### src/rtl/fcvt_arbiter_if.sv
// Bus between the issue ports, the shared conversion units and the arbiter.
// Signal names follow the block's port list; clk/rst stay outside the bundle.
interface fcvt_arbiter_if #(
  parameter int NREQ = 2,
  parameter int IDW  = $clog2(NREQ)
);
  logic                 hold;
  logic [NREQ-1:0]      req_valid;
  logic [NREQ-1:0]      req_op;
  logic [NREQ*32-1:0]   req_data;
  logic [NREQ-1:0]      req_ready;
  logic [31:0]          u_a;
  logic [31:0]          u_c_ftoi;
  logic [31:0]          u_c_itof;
  logic                 res_valid;
  logic [IDW-1:0]       res_id;
  logic [31:0]          res_data;
  logic                 busy;

  modport slave (
    input  hold, req_valid, req_op, req_data, u_c_ftoi, u_c_itof,
    output req_ready, u_a, res_valid, res_id, res_data, busy
  );

  modport master (
    output hold, req_valid, req_op, req_data, u_c_ftoi, u_c_itof,
    input  req_ready, u_a, res_valid, res_id, res_data, busy
  );
endinterface

### src/rtl/fcvt_arbiter.sv
// Round-robin arbiter sharing one ftoi/itof datapath between NREQ requesters,
// with an LAT-stage result pipeline tagged by requester id.
module fcvt_arbiter #(
  parameter int NREQ = 2,
  parameter int LAT  = 2,
  parameter int IDW  = $clog2(NREQ)
) (
  input  logic          clk,
  input  logic          rst,
  fcvt_arbiter_if.slave bus
);

  function automatic logic [IDW-1:0] rr_idx(input logic [IDW-1:0] p, input int k);
    int s;
    s = (int'(p) + k) % NREQ;
    return s[IDW-1:0];
  endfunction

  logic [IDW-1:0]  ptr_q, ptr_d;
  logic [IDW-1:0]  gnt_id_s, idx_s;
  logic [NREQ-1:0] gnt_s;
  logic            found_s, hit_s, xfer_s;

  logic [31:0]     u_a_q;
  logic            op1_q, v1_q;
  logic [IDW-1:0]  id1_q;
  logic [31:0]     sel_s, res_data_s;
  logic [IDW-1:0]  res_id_s;
  logic            vlast_s, busy_s;

  // Round-robin grant: first valid requester after the last winner, with wrap.
  always_comb begin
    found_s  = 1'b0;
    hit_s    = 1'b0;
    idx_s    = '0;
    gnt_id_s = '0;
    for (int k = 1; k <= NREQ; k++) begin
      idx_s    = rr_idx(ptr_q, k);
      hit_s    = ~found_s & bus.req_valid[idx_s];
      gnt_id_s = hit_s ? idx_s : gnt_id_s;
      found_s  = found_s | hit_s;
    end
    xfer_s = found_s & ~rst & ~bus.hold;
    gnt_s  = xfer_s ? (NREQ'(1) << gnt_id_s) : '0;
    ptr_d  = xfer_s ? gnt_id_s : ptr_q;
  end

  assign sel_s = op1_q ? bus.u_c_itof : bus.u_c_ftoi;

  // Stage 1: operand register feeding the conversion units, plus rr pointer.
  always_ff @(posedge clk) begin
    if (rst) begin
      ptr_q <= IDW'(NREQ - 1);
      u_a_q <= 32'h0;
      op1_q <= 1'b0;
      id1_q <= '0;
      v1_q  <= 1'b0;
    end else if (!bus.hold) begin
      ptr_q <= ptr_d;
      v1_q  <= xfer_s;
      if (xfer_s) begin
        u_a_q <= bus.req_data[32*int'(gnt_id_s) +: 32];
        op1_q <= bus.req_op[gnt_id_s];
        id1_q <= gnt_id_s;
      end
    end
  end

  if (LAT == 1) begin : g_direct
    assign res_data_s = sel_s;
    assign res_id_s   = id1_q;
    assign vlast_s    = v1_q;
    assign busy_s     = v1_q;
  end else begin : g_pipe
    logic [31:0]    sd_q  [LAT-1];
    logic [IDW-1:0] sid_q [LAT-1];
    logic [LAT-2:0] sv_q;

    // Result stages 2..LAT: capture the selected unit output, then shift.
    always_ff @(posedge clk) begin
      if (rst) begin
        for (int j = 0; j < LAT - 1; j++) begin
          sd_q[j]  <= 32'h0;
          sid_q[j] <= '0;
          sv_q[j]  <= 1'b0;
        end
      end else if (!bus.hold) begin
        sd_q[0]  <= sel_s;
        sid_q[0] <= id1_q;
        sv_q[0]  <= v1_q;
        for (int j = 1; j < LAT - 1; j++) begin
          sd_q[j]  <= sd_q[j-1];
          sid_q[j] <= sid_q[j-1];
          sv_q[j]  <= sv_q[j-1];
        end
      end
    end

    assign res_data_s = sd_q[LAT-2];
    assign res_id_s   = sid_q[LAT-2];
    assign vlast_s    = sv_q[LAT-2];
    assign busy_s     = v1_q | (|sv_q);
  end

  // A frozen result is suppressed while held so it emits once on release.
  assign bus.req_ready = gnt_s;
  assign bus.u_a       = u_a_q;
  assign bus.res_valid = vlast_s & ~bus.hold & ~rst;
  assign bus.res_id    = res_id_s;
  assign bus.res_data  = res_data_s;
  assign bus.busy      = busy_s;

endmodule

### src/flat_wrapper.sv
// flat-port wrapper written by rule: the top's interface ports become plain ports
module fcvt_arbiter_flat 
#(
  parameter int NREQ = 2,
  parameter int LAT  = 2,
  parameter int IDW  = $clog2(NREQ)
)
  (clk, rst, bus_hold, bus_req_valid, bus_req_op, bus_req_data, bus_u_c_ftoi, bus_u_c_itof, bus_req_ready, bus_u_a, bus_res_valid, bus_res_id, bus_res_data, bus_busy);
  fcvt_arbiter_if #(.NREQ(NREQ), .IDW(IDW)) bus_i ();
  input  logic clk;
  input  logic rst;
  input wire logic [$bits(bus_i.hold)-1:0] bus_hold;
  input wire logic [$bits(bus_i.req_valid)-1:0] bus_req_valid;
  input wire logic [$bits(bus_i.req_op)-1:0] bus_req_op;
  input wire logic [$bits(bus_i.req_data)-1:0] bus_req_data;
  input wire logic [$bits(bus_i.u_c_ftoi)-1:0] bus_u_c_ftoi;
  input wire logic [$bits(bus_i.u_c_itof)-1:0] bus_u_c_itof;
  output wire logic [$bits(bus_i.req_ready)-1:0] bus_req_ready;
  output wire logic [$bits(bus_i.u_a)-1:0] bus_u_a;
  output wire logic [$bits(bus_i.res_valid)-1:0] bus_res_valid;
  output wire logic [$bits(bus_i.res_id)-1:0] bus_res_id;
  output wire logic [$bits(bus_i.res_data)-1:0] bus_res_data;
  output wire logic [$bits(bus_i.busy)-1:0] bus_busy;
  assign bus_i.hold = bus_hold;
  assign bus_i.req_valid = bus_req_valid;
  assign bus_i.req_op = bus_req_op;
  assign bus_i.req_data = bus_req_data;
  assign bus_i.u_c_ftoi = bus_u_c_ftoi;
  assign bus_i.u_c_itof = bus_u_c_itof;
  assign bus_req_ready = bus_i.req_ready;
  assign bus_u_a = bus_i.u_a;
  assign bus_res_valid = bus_i.res_valid;
  assign bus_res_id = bus_i.res_id;
  assign bus_res_data = bus_i.res_data;
  assign bus_busy = bus_i.busy;
  fcvt_arbiter #(.NREQ(NREQ), .LAT(LAT), .IDW(IDW)) u_core (.clk(clk), .rst(rst), .bus(bus_i));
endmodule
### config.mk
export PLATFORM = sky130hd
export DESIGN_NAME = fcvt_arbiter_flat
export DESIGN_NICKNAME = d
export VERILOG_FILES = /design/src/rtl/fcvt_arbiter_if.sv /design/src/rtl/fcvt_arbiter.sv /design/src/flat_wrapper.sv
export SDC_FILE = /design/constraint.sdc
export NUM_CORES = 1
export LEC_CHECK = 0
export ABC_CLOCK_PERIOD_IN_PS = 4050
export CAP_MARGIN = 20
export CORE_MARGIN = 2
export CORE_UTILIZATION = 38
export CTS_CLUSTER_DIAMETER = 40
export DETAILED_ROUTE_END_ITERATION = 7
export GPL_ROUTABILITY_DRIVEN = 1
export PLACE_DENSITY = 0.88
export SLEW_MARGIN = 20
export SYNTH_ARGS = -nofsm -noshare
export SYNTH_HDL_FRONTEND = slang
export SYNTH_SLANG_ARGS = --single-unit
### constraint.sdc
create_clock -name clk -period 4.05 [get_ports clk]
set_input_delay 0.6075 -clock clk [delete_from_list [all_inputs] [get_ports clk]]
set_output_delay 0.6075 -clock clk [all_outputs]
set_load 0.01 [all_outputs]
* Yosys cells after proc, flatten, opt, wreduce, memory -nomap -nowiden
Memories as Yosys holds them, arrays and structs flattened.
Cells that the tools add are included.
** Word-level totals
- Word-level logic and storage cells :: 47
- Register bits :: 37
- Input bits :: 135
- Output and inout bits :: 69
- Latch bits :: 0
- Memories :: 2
- Memory bits (read-only) :: 0
- RAM bits :: 33
** Memory list
- u_core.g_pipe.sd_q :: words 1, bits a word 32, rd ports 1, clocked after Yosys merged registers in 0, wr ports 1, RTL line fcvt_arbiter.sv:75 : logic [31:0] sd_q [LAT-1];
- u_core.g_pipe.sid_q :: words 1, bits a word 1, rd ports 1, clocked after Yosys merged registers in 0, wr ports 1, RTL line fcvt_arbiter.sv:76 : logic [IDW-1:0] sid_q [LAT-1];
** Operators by class
- Shift-type cells :: 2
- Equal/unequal tests :: 0
- Add/subtract/negate cells :: 2
- Multiply operators :: 0
- Bitwise gates (word level) :: 10
- Divide/modulo/power cells :: 0
- Reduce and logical (&&, ||, !) cells :: 3
- Muxes and demuxes :: 19
- $lt $le $gt $ge :: 3
** Operator list (number)
- 2-to-1 mux 32 bit :: 2
- variable part select 64 x 7 -> 32 bit :: 1
- OR reduction 32 bit :: 1
- 2-to-1 mux 1 bit :: 16
- < comparator 1 x 2 -> 1 bit, second input constant :: 3
- AND 1 bit :: 5
- NOT 1 bit :: 3
- adder 1 bit, second input constant :: 2
- 2-to-1 mux 2 bit :: 1
- OR 1 bit :: 2
- AND reduction 2 bit :: 1
- << shifter 1 x 1 -> 2 bit, first input constant :: 1
- OR reduction 1 bit :: 1

* Longest topological paths before layout
- Depth after elaboration :: 9
- Depth in mapped cells :: 6
- Gate-level depth less buffers :: 3

* Worst setup path after synthesis
Ideal clock, no wire load.
- Path kind :: input to output
- Start :: in bus_hold
- End :: out bus_req_ready[0]
- Path buffers :: 3
- Cell stages on the path :: 5
- Slack :: 1.943 ns
- Data required time :: 3.442 ns
- Arrival :: 1.499 ns
- Cells stage by stage :: buf_6 > or2_1 > buf_6 > nor3_4 > buf_6
** On the way
- Longest elaborated chain between the ends :: 3
** RTL lines
- start, declared :: RTL line flat_wrapper.sv:12 : input wire logic [$bits(bus_i.hold)-1:0] bus_hold;
- NOT 1 bit :: RTL line fcvt_arbiter.sv:43 : xfer_s = found_s & ~rst & ~bus.hold;
- AND 1 bit :: RTL line fcvt_arbiter.sv:43
- 2-to-1 mux 2 bit :: RTL line fcvt_arbiter.sv:44 : gnt_s = xfer_s ? (NREQ'(1) << gnt_id_s) : '0;
- end, declared :: RTL line flat_wrapper.sv:18 : output wire logic [$bits(bus_i.req_ready)-1:0] bus_req_ready;
Every way passes these cells.

* Worst setup path in the final report
- Start :: in bus_req_valid[1]
- End :: out bus_req_ready[1]
** On the way
- Longest elaborated chain between the ends :: 8
- Elaborated cells between the ends (all ways) :: 13
- Those cells by class :: shift: 1; mux: 7; bitwise: 5
** RTL lines
- start, declared :: RTL line flat_wrapper.sv:13 : input wire logic [$bits(bus_i.req_valid)-1:0] bus_req_valid;
- 2-to-1 mux 1 bit (not written as such) (2 in a row) :: RTL line fcvt_arbiter.sv:39 : hit_s = ~found_s & bus.req_valid[idx_s];
- NOT 1 bit :: RTL line fcvt_arbiter.sv:39
- AND 1 bit :: RTL line fcvt_arbiter.sv:39
- OR 1 bit :: RTL line fcvt_arbiter.sv:41 : found_s = found_s | hit_s;
- AND 1 bit (2 in a row) :: RTL line fcvt_arbiter.sv:43
- 2-to-1 mux 2 bit (*) :: RTL line fcvt_arbiter.sv:44
Every way passes the cells marked *; elsewhere a longest branch is shown, timed or not. The select of a mux whose other input is x is not followed.

==> metrics.md <==
| Metric | Value |
|---|---|
| Slowest cell on crit path | `clkdlybuf4s50_1` |
| Fillers | `558` |
| Rel. slew slack | `33.0%` |
| Net Count, Synth | `381` |
| Status | `complete, no violations` |
| DRT Pass-1 Iters | `4` |
| CTS Buffer Depth | `2` |
| CTS Buf Count | `9` |
| Vias in the first global route | `2776` |
| Die width | `92.9 um` |
| Fin crit period | `2.91 ns` |
| Register area | `0.00173 sq mm` |
| RR Startpoint | `u_core.op1_q` |
| Via count | `2741` |
| Antenna Cells | `0` |
| PnR worst setup slack | `1.14 ns` |
| Avg WL per Cell | `16.7 um` |
| Combinational power share | `19.6%` |
| Crit path max-delay family | `buffers and inverters` |
| Cell variety after synth | `24` |
| Leak | `2.10 nW` |
| First-pass GRT wire length | `14200 um` |
| Internal Pwr Total | `1.45 mW` |
| Worst-margin pin slew | `1.01 ns` |
| Commonest non-fill, non-tap cell in the layout | `clkdlybuf4s50_1` |
| Clock Skews | `0.0148 ns` |
| #FFs+latches synth | `70` |
| GR peak layer | `met2` |
| Reg2reg end | `u_core.g_pipe.sd_q[0][9]` |
| Max FO, Critical Path | `35` |
| Crit path kind | `input pin to primary output` |
| Cell mode on critical path | `clkdlybuf4s50_1` |
| Switch share | `22.4%` |
| Drt drc | `0` |
| Worst min-delay path class | `flop to flop` |
| Post-DP HPWL | `6830 um` |
| Hold_buf cts | `0` |
| Final Hold Viols | `0` |
| GRT Util Overall | `21.3%` |
| Number of port buffers | `203` |
| Clk Latency, worst-skew pair | `0.34 ns` |
| Hold Path Sink | `u_core.v1_q` |
| FMAX | `344 MHz` |
| Post-CTS Setup Repair Bufs | `0` |
| Htree depth | `3` |
| CTS tree | `yes` |
| Yosys warns | `0` |
| # setup viols final | `0` |
| Share of cells above drive strength 1 | `8.02%` |
| GR met3 Demand/Resource | `10.1%` |
| Crit start category | `input pin` |
| Grt total ovfl | `0` |
| Number of cells upsized or downsized after cts | `0` |
| Via density | `4.97` |
| Min-Delay Startpoint | `u_core.v1_q` |
| CTS Root Buffer Type | `clkbuf_8` |
| Fin. max-slew vios | `0` |
| Die Span Y | `92.9 um` |
| Multi-input gate area | `0.00114 sq mm` |
| Initial antenna violation count | `0` |
| Core Region | `0.00769 sq mm` |
| I/O pins | `204` |
| Total wire length | `9210 um` |
| Maximum number of pins on one net before global-route repair | `36` |
| M1 GR Usage | `23.6%` |
| Final #Nets | `579` |
| Rows | `32` |
| Worst reg-to-reg path cell count | `2` |
| Power Total | `1.86 mW` |
| CP peak stage delay | `0.53 ns` |
| Post-Syn Area per Cell | `12.2 sq um` |
| Synth-to-layout area growth | `77.2%` |
| Drt initial violations | `81` |
| Final Cycle Share | `71.8%` |
| Critical Path RT | `3.44 ns` |
| Pre-CTS setup slack | `1.16 ns` |
| Routability Congestion | `0.802` |
| Post-Syn Area | `0.00300 sq mm` |
| Final antenna-violating net count | `0` |
| DIE AREA | `0.00863 sq mm` |
| Clock group share of total power | `36.2%` |
| Psw | `0.417 mW` |
| M2 GR Usage | `36.7%` |
| Maximum VDD drop | `208 uV` |
| Unrepaired setup endpoints after global routing | `false` |
| Worst-path clk slew | `0.08 ns` |
| Initial core utilization | `39.1%` |
| Setup TNS | `0 ns` |
| Crit path DAT | `2.30 ns` |
| Clk sink count | `70` |
| Max Cap Viol | `0` |
| Part of the power in registers | `44.3%` |
| Flop2flop setup slack | `2.42 ns` |
| Power Density | `350 mW/mm^2` |
| Hold path cells | `2` |
| Post-synthesis sequential area ratio | `57.6%` |
| Commonest non-fill, non-tap cells in the layout | `clkdlybuf4s50_1 (203), dfxtp_1 (36)` |
| Hold Slack | `0.485 ns` |
| Worst Path Buf+Inv | `3` |
| Worst Setup End Kind | `primary output` |
| Cell chain of the critical path | `clkdlybuf4s50_1 > a21boi_2 > buf_4 > and2_1 > clkdlybuf4s50_1` |
| Syn Inst Count | `246` |
[tightest hold or removal path, delay by kind of cell (launching register included)]
family | cells | cell delay [ns]
and+or+nand+nor | 1 | 0.06
DFF | 1 | 0.33
AOI/OAI and AO/OA | 1 | 0.06
[power by group through the flow]
stage | logic, mW | clock network (mW) | registers (mW)
4_1_cts | 0.368 | 0.690 | 0.825
6_report | 0.365 | 0.674 | 0.825
3_3_place_gp | 0.359 | 0 | 0.838
3_5_place_dp | 0.366 | 0 | 0.840
5_1_grt | 0.388 | 0.721 | 0.831
2_1_floorplan | 0.106 | 0 | 0.853
[final cells by class]
type / instances / area share (%)
timing repair buffer: 209 / 39.0
tap: 102 / 2.40
clock buffer: 10 / 2.40
sequential: 70 / 32.5
clock inverter: 6 / 2.09
multi-input combinational: 153 / 21.5
inverter: 1 / 0.0705
[flip-flops by register name (all words and copies together) (netlist names)]
register	cells
u_core.op1_q	1
u_core.id1_q	1
u_core.g_pipe.sid_q	1
u_core.g_pipe.sv_q	1
u_core.ptr_q	1
u_core.g_pipe.sd_q	32
u_core.bus.u_a	32
u_core.v1_q	1
[cells by family after synthesis]
kind of cell	after synthesis	synth area share [%]
compound gates	39	12.6
buf+inv	23	4.58
flops	70	57.6
mux	33	11.0
simple gates	81	14.2
[metal layers]
metal / vias up / part of all wire (%)
li1: 1330 / -
met1: 1266 / 38
met2: 132 / 50
met3: 13 / 10
met4: 0 / 1.7
met5: - / 0
[how the worst max path moves through the flow]
stage                     start                to  cells past startpoint
2_1_floorplan          bus_hold  bus_req_ready[0]                      5
3_3_place_gp   bus_req_valid[1]  bus_req_ready[1]                      5
3_5_place_dp   bus_req_valid[1]  bus_req_ready[1]                      5
4_1_cts        bus_req_valid[1]  bus_req_ready[1]                      5
5_1_grt        bus_req_valid[1]  bus_req_ready[1]                      5
6_report       bus_req_valid[1]  bus_req_ready[1]                      5
[cells in the mapped netlist, drive strengths merged]
library cell   n  area share [%]
a21boi         1            0.25
a21oi          2            0.33
a221o         33              11
and2           3            0.62
and3          33             6.9
buf           12             3.2
clkbuf        10             1.2
dfxtp         37              25
edfxtp        33              33
inv            1            0.12
mux2i         33              11
nand2          2            0.25
nand2b         3            0.62
nor2          34             4.2
nor2b          3            0.62
nor3           1            0.54
o21ai          1            0.17
o21bai         1            0.25
o22ai          1            0.21
or2            2            0.42
[stage by stage]
| stage | utilization [%] | std cells | cell area [sq um] |
|---|---|---|---|
| global placement | 66.1 | 535 | 5080 |
| global route | 69.3 | 551 | 5320 |
| CTS | 69.3 | 551 | 5320 |
| detailed placement | 66.1 | 535 | 5080 |
| floorplan | - | 246 | 3000 |
| finish | 69.3 | 551 | 5320 |
(Power assumes the default switching activity.)
